`src/rtl/turn_scheduler.sv`:
```
// Battleship game sequencer: routes one controller at a time to the shared cursor,
// runs placement and fire turns, and handshakes placements/shots with the board logic.
//
// state      | meaning
// -----------+-----------------------------------------------------------
// IDLE       | no game running, waiting for either Start
// PLACE      | selected player positions/rotates the current ship
// PLACE_WAIT | PlaceReq issued, waiting for board Ack (or timeout)
// FIRE       | selected player aims a 1x1 shot
// FIRE_WAIT  | FireReq issued, waiting for board Ack (or timeout)
// DONE       | game over, outputs frozen until either Start
module turn_scheduler #(
    parameter int ACK_TIMEOUT = 255,
    parameter int TOTAL_HITS  = 17
) (
    input  logic       Clock,
    input  logic       Reset,
    input  logic       P1A,
    input  logic       P1B,
    input  logic       P1Start,
    input  logic       P2A,
    input  logic       P2B,
    input  logic       P2Start,
    input  logic       Ack,
    input  logic       Ok,
    output logic       Sel,
    output logic       NewCursor,
    output logic [2:0] CursorXWidth,
    output logic [2:0] CursorYWidth,
    output logic       Orient,
    output logic [2:0] ShipIdx,
    output logic       PlaceReq,
    output logic       FireReq,
    output logic [1:0] Phase,
    output logic [4:0] P1Hits,
    output logic [4:0] P2Hits,
    output logic       GameOver,
    output logic       Winner
);

    localparam int TimerWidth = $clog2(ACK_TIMEOUT + 1);

    localparam logic [2:0] IDLE       = 3'd0;
    localparam logic [2:0] PLACE      = 3'd1;
    localparam logic [2:0] PLACE_WAIT = 3'd2;
    localparam logic [2:0] FIRE       = 3'd3;
    localparam logic [2:0] FIRE_WAIT  = 3'd4;
    localparam logic [2:0] DONE       = 3'd5;

    localparam logic [1:0] PhaseIdle  = 2'd0;
    localparam logic [1:0] PhasePlace = 2'd1;
    localparam logic [1:0] PhaseFire  = 2'd2;
    localparam logic [1:0] PhaseDone  = 2'd3;

    localparam logic [2:0] LastShip = 3'd4;
    localparam logic [4:0] HitMax   = 5'd31;
    localparam logic [4:0] HitGoal  = 5'(TOTAL_HITS);

    logic [2:0]            state;
    logic [TimerWidth-1:0] ackTimer;

    logic       btnA;
    logic       btnB;
    logic       anyStart;
    logic       ackTimedOut;
    logic [4:0] selHits;
    logic [4:0] nextHits;

    function automatic logic [2:0] shipLen(input logic [2:0] idx);
        case (idx)
            3'd0:    shipLen = 3'd5;
            3'd1:    shipLen = 3'd4;
            3'd2:    shipLen = 3'd3;
            3'd3:    shipLen = 3'd3;
            default: shipLen = 3'd2;
        endcase
    endfunction

    // Only the controller currently holding the cursor is listened to.
    assign btnA     = Sel ? P2A : P1A;
    assign btnB     = Sel ? P2B : P1B;
    assign anyStart = P1Start | P2Start;

    // Expires on the ACK_TIMEOUT-th waiting cycle; a real Ack that cycle still wins.
    assign ackTimedOut = (ackTimer == TimerWidth'(ACK_TIMEOUT - 1));

    assign selHits  = Sel ? P2Hits : P1Hits;
    assign nextHits = (selHits == HitMax) ? HitMax : selHits + 5'd1;

    always_ff @(posedge Clock or posedge Reset) begin
        if (Reset) begin
            state        <= IDLE;
            ackTimer     <= '0;
            Phase        <= PhaseIdle;
            Sel          <= 1'b0;
            NewCursor    <= 1'b0;
            CursorXWidth <= 3'd1;
            CursorYWidth <= 3'd1;
            Orient       <= 1'b0;
            ShipIdx      <= 3'd0;
            PlaceReq     <= 1'b0;
            FireReq      <= 1'b0;
            P1Hits       <= 5'd0;
            P2Hits       <= 5'd0;
            GameOver     <= 1'b0;
            Winner       <= 1'b0;
        end else begin
            NewCursor <= 1'b0;
            PlaceReq  <= 1'b0;
            FireReq   <= 1'b0;

            case (state)
                IDLE: begin
                    if (anyStart) begin
                        state        <= PLACE;
                        Phase        <= PhasePlace;
                        Sel          <= 1'b0;
                        ShipIdx      <= 3'd0;
                        Orient       <= 1'b0;
                        CursorXWidth <= shipLen(3'd0);
                        CursorYWidth <= 3'd1;
                        NewCursor    <= 1'b1;
                    end
                end

                PLACE: begin
                    if (btnA) begin
                        PlaceReq <= 1'b1;
                        ackTimer <= '0;
                        state    <= PLACE_WAIT;
                    end else if (btnB) begin
                        // Rehoming after a rotate keeps the new footprint on the board.
                        Orient       <= ~Orient;
                        CursorXWidth <= CursorYWidth;
                        CursorYWidth <= CursorXWidth;
                        NewCursor    <= 1'b1;
                    end
                end

                PLACE_WAIT: begin
                    ackTimer <= ackTimer + TimerWidth'(1);
                    if (Ack && Ok) begin
                        NewCursor <= 1'b1;
                        Orient    <= 1'b0;
                        if (ShipIdx != LastShip) begin
                            ShipIdx      <= ShipIdx + 3'd1;
                            CursorXWidth <= shipLen(ShipIdx + 3'd1);
                            CursorYWidth <= 3'd1;
                            state        <= PLACE;
                        end else if (!Sel) begin
                            Sel          <= 1'b1;
                            ShipIdx      <= 3'd0;
                            CursorXWidth <= shipLen(3'd0);
                            CursorYWidth <= 3'd1;
                            state        <= PLACE;
                        end else begin
                            Sel          <= 1'b0;
                            CursorXWidth <= 3'd1;
                            CursorYWidth <= 3'd1;
                            Phase        <= PhaseFire;
                            state        <= FIRE;
                        end
                    end else if (Ack || ackTimedOut) begin
                        state <= PLACE;
                    end
                end

                FIRE: begin
                    if (btnA) begin
                        FireReq  <= 1'b1;
                        ackTimer <= '0;
                        state    <= FIRE_WAIT;
                    end
                end

                FIRE_WAIT: begin
                    ackTimer <= ackTimer + TimerWidth'(1);
                    if (Ack && Ok) begin
                        if (Sel) P2Hits <= nextHits;
                        else     P1Hits <= nextHits;
                        if (nextHits == HitGoal) begin
                            GameOver <= 1'b1;
                            Winner   <= Sel;
                            Phase    <= PhaseDone;
                            state    <= DONE;
                        end else begin
                            Sel       <= ~Sel;
                            NewCursor <= 1'b1;
                            state     <= FIRE;
                        end
                    end else if (Ack || ackTimedOut) begin
                        Sel       <= ~Sel;
                        NewCursor <= 1'b1;
                        state     <= FIRE;
                    end
                end

                DONE: begin
                    if (anyStart) begin
                        state        <= IDLE;
                        ackTimer     <= '0;
                        Phase        <= PhaseIdle;
                        Sel          <= 1'b0;
                        CursorXWidth <= 3'd1;
                        CursorYWidth <= 3'd1;
                        Orient       <= 1'b0;
                        ShipIdx      <= 3'd0;
                        P1Hits       <= 5'd0;
                        P2Hits       <= 5'd0;
                        GameOver     <= 1'b0;
                        Winner       <= 1'b0;
                    end
                end

                default: begin
                    state <= IDLE;
                    Phase <= PhaseIdle;
                end
            endcase
        end
    end

endmodule
```
`config.mk`:
```
export PLATFORM = sky130hd
export DESIGN_NAME = turn_scheduler
export DESIGN_NICKNAME = d
export VERILOG_FILES = /design/src/rtl/turn_scheduler.sv
export SDC_FILE = /design/constraint.sdc
export NUM_CORES = 1
export LEC_CHECK = 0
export ABC_AREA = 1
export ABC_CLOCK_PERIOD_IN_PS = 1700
export BUFFER_PORTS_ARGS = -buffer_cell sky130_fd_sc_hd__buf_2
export CAP_MARGIN = 20
export CORE_ASPECT_RATIO = 1.4
export CORE_MARGIN = 1.5
export CORE_UTILIZATION = 52
export CTS_BUF_LIST = sky130_fd_sc_hd__clkbuf_4 sky130_fd_sc_hd__clkbuf_8
export CTS_CLUSTER_SIZE = 14
export DETAILED_ROUTE_END_ITERATION = 12
export GPL_ROUTABILITY_DRIVEN = 0
export PLACE_DENSITY = 0.84
export SLEW_MARGIN = 20
export SYNTH_ARGS = -nofsm -noshare
export SYNTH_HDL_FRONTEND = slang
export SYNTH_SLANG_ARGS = --single-unit
```
`constraint.sdc`:
```
create_clock -name Clock -period 1.7 [get_ports Clock]
set_input_delay 0.34 -clock Clock [delete_from_list [all_inputs] [get_ports Clock]]
set_output_delay 0.34 -clock Clock [all_outputs]
set_load 0.005 [all_outputs]
```
# Yosys cells after proc, flatten, opt, wreduce, memory -nomap -nowiden
# Index checks and enable logic that the tools add are counted.
op_classes:
  addsub: 3
  n_mul: 0
  div_mod_pow: 0
  magnitude_cmp: 0
  eq_ne: 31
  shifts: 0
  mux: 79
  bitwise: 4
  reduce_logical: 24
ops:
  columns: ["cell", "count"]
  rows:
  - ["$mux 3", 21]
  - ["$mux 5", 7]
  - ["$mux 1", 26]
  - ["$ne 2x2->1 const B", 13]
  - ["$pmux 8 s3", 1]
  - ["$pmux 5 s2", 2]
  - ["$mux 2", 9]
  - ["$pmux 3 s3", 2]
  - ["$pmux 3 s6", 1]
  - ["$reduce_and 6->1", 3]
  - ["$mux 8", 2]
  - ["$reduce_and 4->1", 4]
  - ["$ne 3x3->1 const B", 5]
  - ["$eq 3x2->1 const B", 4]
  - ["$pmux 3 s4", 1]
  - ["$eq 5x5->1 const B", 2]
  - ["$pmux 2 s5", 1]
  - ["$reduce_bool 3->1", 3]
  - ["$add 8x1->8 const B", 1]
  - ["$eq 8x8->1 const B", 1]
  - ["$reduce_and 8->1", 1]
  - ["$reduce_or 2->1", 4]
  - ["$eq 3x1->1 const B", 2]
  - ["$eq 3x3->1 const B", 2]
  - ["other kinds (16)", 23]
totals:
  ff_bits: 39
  latchBits: 0
  ramBits: 0
  rom_bits: 0
  inputBits: 10
  n_memories: 0

# Depth between registers and ports, before layout
# Gate-level depths: netlist of the first run.
logic_depth:
  depth_word: 7
  mapped_depth: 14
  ltp_nobuf: 14

# Worst setup path before layout of the first run
# No wires, ideal clock.
synth_path:
  path_kind: "register to register"
  startpoint: "reg Sel"
  endpoint: "reg Phase[1]"
  setup_ps: 117
  arrival_ps: 1670
  slack_ps: -86
  stages_incl_launch_ff: 15
  synth_period_minus_slack_ps: 1786
  path_cell_list: "dfrtp_1 > inv_1 > nand2_1 > nand2_1 > ha_1 > inv_1 > nor2_1 > nand3_1 > nand2_1 > nor2_1 > nand2_1 > nand2_1 > nand2_1 > nand2_1 > nand2_1"
synth_via:
  elab_chain_cells: 6
  word_cells_on_any_way: 8
  cone_classes: "1 x add/sub; 4 x eq/ne; 2 x mux; 1 x reduce/logical"
synth_lines:
  columns: ["element", "line_no", "rtl"]
  rows:
  - ["start: declaration", "26", "output logic Sel,"]
  - ["start signal: assignment", "187", "Sel <= ~Sel;"]
  - ["start signal: assignment", "192", "Sel <= ~Sel;"]
  - ["$mux 5", "87", "assign selHits = Sel ? P2Hits : P1Hits;"]
  - ["$add 5x1->5 / $eq 5x5->1 (equally long branches)", "88", "assign nextHits = (selHits == HitMax) ? HitMax : selHits + 5'd1;"]
  - ["$mux 5", "88", null]
  - ["$eq 5x5->1", "181", "if (nextHits == HitGoal) begin"]
  - ["$ne 2x2->1 (no line)", null, null]
  - ["$reduce_and 8->1 (no line) (*)", null, null]
  - ["end signal: assignment", "94", "Phase <= PhaseIdle;"]
  - ["end signal: assignment", "184", "Phase <= PhaseDone;"]
  - ["end signal: assignment", "202", "Phase <= PhaseIdle;"]
  - ["end: declaration", "34", "output logic [1:0] Phase,"]
# Every way passes the cells marked *; elsewhere a longest branch is shown, timed or not.
# A chain may end at the register's enable or synchronous reset.

# Worst setup path after layout of the first run
layout_path:
  startpoint: "reg Sel"
  endpoint: "reg P1Hits[3]"
layout_via:
  elab_chain_cells: 6
  word_cells_on_any_way: 9
  cone_classes: "1 x add/sub; 2 x eq/ne; 5 x mux; 1 x reduce/logical"
layout_lines:
  columns: ["element", "line_no", "rtl"]
  rows:
  - ["$mux 5", "87", null]
  - ["$add 5x1->5 / $eq 5x5->1 (equally long branches)", "88", null]
  - ["$mux 5", "88", null]
  - ["$mux 5", "179", "if (Sel) P2Hits <= nextHits;"]
  - ["$mux 5", "178", "if (Ack && Ok) begin"]
  - ["$pmux 5 s2", "112", "case (state)"]
  - ["end signal: assignment", "180", "else P1Hits <= nextHits;"]
  - ["end: declaration", "35", "output logic [4:0] P1Hits,"]
# Several ways; a longest one is shown, not always the timed one. The select of a mux whose other input is x is not followed.

==> impl_metrics.json, run 1 <==
{
  "ir_worst_vdd_mv": 0.968,
  "drive_gt1_share_pct": 35.7,
  "power_density_nw_per_um2": 1910,
  "initial_core_util_pct": 55.4,
  "grt_use_met2_pct": 42.5,
  "die_x_um": 58.1,
  "num_rows": 27,
  "viasPerCell": 5.74,
  "worstPathCellList": "inv_2 > buf_4 > nand2_1 > nand2_1 > nor2_2 > nand3_2 > buf_4 > inv_1 > o21ai_1 > o21ai_1",
  "drtAntennaViolNets": 0,
  "max_stage_delay_ns": 0.45,
  "cp_data_required_time_ns": 1.92,
  "wl_mm": 6.13,
  "cp_max_fo": 6,
  "mostFrequentLayoutCell": "nand2_1",
  "cts_root_buffer": "clkbuf_8",
  "tns_ns": -0.614,
  "die_h_um": 80.1,
  "setup_violations": 11,
  "grt_max_degree": 40,
  "drt-pass1-iter-count": 8,
  "grt_pass1_vias": 2003,
  "gr-usage-met3_pct": 4.99,
  "n_antenna_cell": 0,
  "ys_warn_count": 0,
  "ys_seq_area_share_pct": 44.3,
  "rsz0062_at_grt": "yes",
  "cts.htree.levels": 2,
  "rrSetupSlack_ns": -0.11,
  "status": "complete, but fails checks",
  "slew_violations": 0,
  "grt_pass1_wl_mm": 8.74,
  "worst_path_max_delay_cell": "dfrtp_1",
  "fp.dieArea_um2": 4650,
  "tightest_slew_ns": 0.489,
  "layout.nets": 378,
  "crit_type": "register to register",
  "fin_crit_sh_pct": 106,
  "period_minus_slack_ns": 1.81,
  "syn_inst": 294,
  "relSlewSlack_pct": 67.4,
  "startpoint_type": "register",
  "final_cell_mix": "68 x nand2_1, 37 x buf_2, 34 x dfrtp_1",
  "cts_tree": "yes",
  "via_count": 2319,
  "io_buffers": 37,
  "fill_cells": 285,
  "hold_viol": 0,
  "met1_usage_pct": 28.5,
  "antenna_found_initial": 0,
  "grt_busiest_layer": "met2",
  "syn_area_per_cell_um2": 7.51,
  "syn_area_um2": 2210,
  "cp.depth": 10,
  "syn2layout_area_growth_pct": 32.7,
  "max_freq_mhz": 553,
  "fin_ws_ns": -0.109,
  "ys_types": 32,
  "path_buf_inv": 4,
  "skew_ns": 0.00928,
  "cp-end-kind": "register",
  "cts-buffers-inserted": 5,
  "wl_per_cell_um": 15.2,
  "clockBufferDepth": 2,
  "synth_nets": 312,
  "cp_top_family": "simple AND/OR/NAND/NOR gates",
  "clock_sinks": 39,
  "synth-seq-cells": 39,
  "reg2reg_depth": 10,
  "hpwl_mm": 3.97,
  "core-area_um2": 3990,
  "insertion_delay_ns": 0.30,
  "hp-class": "primary input to asynchronous set/reset pin",
  "violations": "negative setup slack",
  "maxCapViolations": 0,
  "drt_iter0_markers": 158,
  "grt_use_total_pct": 24.6,
  "route.detailed.drc": 0,
  "p_leak_nw": 1.50,
  "finalPower_mw": 5.58,
  "pin_count": 38,
  "gr-total-overflow": 0,
  "clkTransAtPathRegs_ns": 0.08,
  "arrival_ns": 2.03
}
cells by family (layout without fill, tap and decap cells):
family                     count (synthesis)  in the layout  share of synthesized area (%)
xor gates and xnor gates                   4              4                           1.59
adders and majority gates                  8              8                           4.54
and+or+nand+nor                          154            154                           29.2
AOI/OAI and AO/OA                         51             51                           13.5
DFF                                       39             39                           44.3
buffers and inverters                     37            104                           6.41
muxes                                      1              1                          0.454
path summary, 6_finish.rpt:
check                             endpoint  startpoint
setup / recovery                 P1Hits[3]         Sel
hold / removal             CursorYWidth[2]       Reset
setup reg to reg                 P1Hits[3]         Sel
hold reg to reg                   Phase[0]    Phase[0]
max in group asynchronous       ShipIdx[0]       Reset
min in group Clock               NewCursor     P1Start
power breakdown:
part           switching, mW  internal, mW  leakage, nW
registers              0.317          1.25        0.506
logic                   2.04          1.33        0.950
clock network          0.324         0.320       0.0491
state kept, by name, indices dropped and copies added, names as in the netlist, 2 cells and up:
| signal | flops |
|---|---|
| P2Hits | 5 |
| CursorXWidth | 3 |
| Phase | 2 |
| CursorYWidth | 3 |
| state | 3 |
| ackTimer | 8 |
| ShipIdx | 3 |
| P1Hits | 5 |
layer usage:
| layer | part of all wire, % | wire [um] | vias up |
|---|---|---|---|
| met3 | 5.2 | 318 | 25 |
| met5 | 0 | 0 | - |
| met2 | 52 | 3190 | 98 |
| met4 | 4.3 | 261 | 0 |
| li1 | - | - | 1098 |
| met1 | 38 | 2360 | 1098 |
repair_timing:
item                                    in CTS  in global routing
gates resized for setup                      4                 67
hold buffers                                 0                  0
setup buffers                                1                  7
pin swaps                                    4                 17
endpoints found under the setup margin       6                 33
cloned                                       0                  0
area by class of cell:
cell class	instances	area, um^2	area share (%)
multi-input combinational	218	1290	44.2
sequential	39	982	33.5
timing repair buffer	61	373	12.7
inverter	35	136	4.66
clock buffer	7	83.8	2.86
tap	43	53.8	1.84
clock inverter	1	5.00	0.171
synthesized netlist by cell type (all sizes together):
| cell | n | area [um^2] |
|---|---|---|
| dfstp | 2 | 52.6 |
| nor2 | 34 | 133 |
| and3 | 1 | 6.26 |
| a21oi | 10 | 53.8 |
| xnor2 | 3 | 26.3 |
| ha | 8 | 100 |
| nand3 | 17 | 85.1 |
| a22oi | 2 | 15.0 |
| dfrtp | 37 | 926 |
| a22o | 1 | 8.76 |
| o221ai | 1 | 8.76 |
| a31oi | 1 | 6.26 |
| nand4 | 5 | 37.5 |
| buf | 2 | 10.0 |
| o22a | 1 | 8.76 |
| a32o | 2 | 20.0 |
| inv | 35 | 131 |
| nand2 | 93 | 352 |
| xor2 | 1 | 8.76 |
| nor3 | 4 | 31.3 |
| o21ai | 27 | 135 |
| mux2i | 1 | 10.0 |
| a21o | 1 | 7.51 |
| o31ai | 2 | 15.0 |
| o22ai | 3 | 18.8 |
metrics by stage:
stage | hold WS, ns | area (um^2) | instances | util [%] | worst slack (ns)
2_1_floorplan | 0.465 | 2220 | 294 | - | 0.00232
3_3_place_gp | 0.466 | 2570 | 388 | 64.4 | 0.00416
3_5_place_dp | 0.479 | 2570 | 388 | 64.4 | -0.0499
4_1_cts | 0.168 | 2680 | 397 | 67.2 | -0.0124
5_1_grt | 0.214 | 2930 | 404 | 73.5 | -0.183
6_report | 0.144 | 2930 | 404 | 73.5 | -0.109
tightest hold or removal path: stages:
cell	delay (ns)
buf_2	0.09
inv_1	0.04
buf_4	0.41
Power figures use the tool's default switching activity.
==> inputs of run 2 (changes only) <==
Settings changed: BUFFER_PORTS_ARGS -buffer_cell sky130_fd_sc_hd__buf_2 to -buffer_cell sky130_fd_sc_hd__buf_4.
==> run 2 against run 1 <==
Compared with the run above: the run now ends clean; critical path depth rose by 4; clock power barely moved; routed wire length increased by 1.7%; clock-buffer cell count decreased by 1; cell area up 2.3%; register-to-register slack gained 0.11 ns; sequential power barely moved; final cell count down 0.50%; power grew 1.4%; largest cell class unchanged.
==> impl_metrics.json, run 2 (synthesis gave the netlist of run 1 again) <==
{
  "status": "finished clean",
  "drive_gt1_share_pct": 34.8,
  "slew_violations": 0,
  "relSlewSlack_pct": 66.5,
  "initial_core_util_pct": 55.4,
  "core-area_um2": 3990,
  "r2r_start": "Sel",
  "grt_pass1_wl_mm": 9.83,
  "io_buffers": 37,
  "clock_sinks": 39,
  "route.detailed.drc": 0,
  "layout.nets": 377,
  "power_density_nw_per_um2": 1890,
  "n_antenna_cell": 0,
  "skew_ns": 0.00412,
  "hpwl_mm": 4.05,
  "cp_data_required_time_ns": 1.94,
  "viasPerCell": 5.75,
  "grt_use_total_pct": 27.6,
  "clockBufferDepth": 2,
  "holdWs_ns": 0.166,
  "max_stage_delay_ns": 0.47,
  "fin_crit_sh_pct": 99.8,
  "startpoint_type": "register",
  "crit_type": "register to register",
  "antenna_found_initial": 0,
  "dpl.cell_count": 389,
  "mostFrequentLayoutCell": "nand2_1",
  "arrival_ns": 1.94,
  "fp.dieArea_um2": 4650,
  "regToRegEndpoint": "Phase[1]",
  "rsz0062_at_grt": "yes",
  "cp_top_family": "simple AND/OR/NAND/NOR gates",
  "wl_mm": 6.24,
  "clkTransAtPathRegs_ns": 0.08,
  "cp_max_fo": 6,
  "period_minus_slack_ns": 1.70,
  "fill_cells": 303,
  "top_regs": "ackTimer x8, P1Hits x5, P2Hits x5",
  "num_rows": 27,
  "drt_iter0_markers": 141,
  "grt_pass1_vias": 2302,
  "worstPathCellList": "inv_4 > nand2_4 > nand2_4 > ha_4 > inv_4 > nor2_4 > nand3_2 > nand2_2 > nor2_4 > nand2_2 > nand2_4 > nand2_2 > nand2_1 > nand2_1",
  "cts-buffers-inserted": 5,
  "rrSetupSlack_ns": 0.004,
  "p_leak_nw": 1.50,
  "max_freq_mhz": 590,
  "tightest_slew_ns": 0.503,
  "cp-end-kind": "register",
  "drtAntennaViolNets": 0,
  "insertion_delay_ns": 0.30,
  "maxCapViolations": 0,
  "cts.htree.levels": 2,
  "ir_worst_vdd_mv": 0.929,
  "largest_reg_flops": 8,
  "setup_violations": 0,
  "die_h_um": 80.1,
  "final_cell_mix": "72 x nand2_1, 58 x buf_4, 33 x dfrtp_1",
  "hp-class": "primary input to asynchronous set/reset pin",
  "wl_per_cell_um": 15.5,
  "syn2layout_area_growth_pct": 35.7,
  "cts_root_buffer": "clkbuf_8",
  "layoutNonFillerInstCount": 402,
  "via_count": 2310,
  "grt_max_degree": 40,
  "reg2reg_depth": 14,
  "drt-pass1-iter-count": 6,
  "cts_tree": "yes",
  "path_buf_inv": 2,
  "die_x_um": 58.1,
  "worst_path_max_delay_cell": "dfrtp_2",
  "hold_viol": 0,
  "pin_count": 38,
  "gr-total-overflow": 0,
  "top_register": "ackTimer"
}
## run 2: timing repair
action / 4_1_cts / 5_1_grt
setup endpoints to repair: 10 / 34
setup buffers: 4 / 2
pin swaps: 10 / 15
hold buffers: 0 / 0
gates resized for setup: 17 / 47
## run 2: final cells by class
class	count	area [um^2]	area share [%]
clock buffers	6	82.6	2.76
clock inverters	1	5.00	0.167
inverters	35	139	4.64
multi-input cells	218	1270	42.5
flip-flops and latches	39	983	32.8
well taps	43	53.8	1.80
repair buffers	60	458	15.3
## run 2: worst max-delay path by stage
stage,from,end,slack (ns),cells after the start
global placement,Sel,Sel,0.004,13
global route,Sel,state[1],-0.15,14
floorplan,Sel,Sel,0.002,13
CTS,Sel,Phase[1],0.006,14
finish,Sel,Phase[1],0.004,14
detailed placement,Sel,Sel,-0.09,13
## run 2: where the power goes
part           switching, mW  total (mW)  internal [mW]
sequential             0.327        1.58           1.25
combinational           2.00        3.43           1.44
clock                  0.326       0.645          0.318
## run 2: worst min-delay path, cell delays in order
cell	delay (ns)
buf_4	0.11
inv_1	0.04
buf_4	0.42
## run 2: metrics by stage
stage,cell area [um^2],power (mW),util [%],TNS [ns],worst slack [ns]
global placement,2670,4.24,66.9,0,0.00361
CTS,2840,5.16,71.1,0,0.00566
detailed placement,2670,4.31,66.9,-0.394,-0.0903
global route,3000,6.09,75.1,-1.12,-0.148
finish,3000,5.66,75.1,0,0.00411
floorplan,2220,3.20,-,0,0.00232
## run 2: metal layers
layer	track usage, %	share of wire (%)	vias to the layer above
met4	17.0	4.9	0
li1	-	-	1086
met1	30.4	37	1093
met2	48.3	53	100
met5	0	0	-
met3	4.99	4.9	31
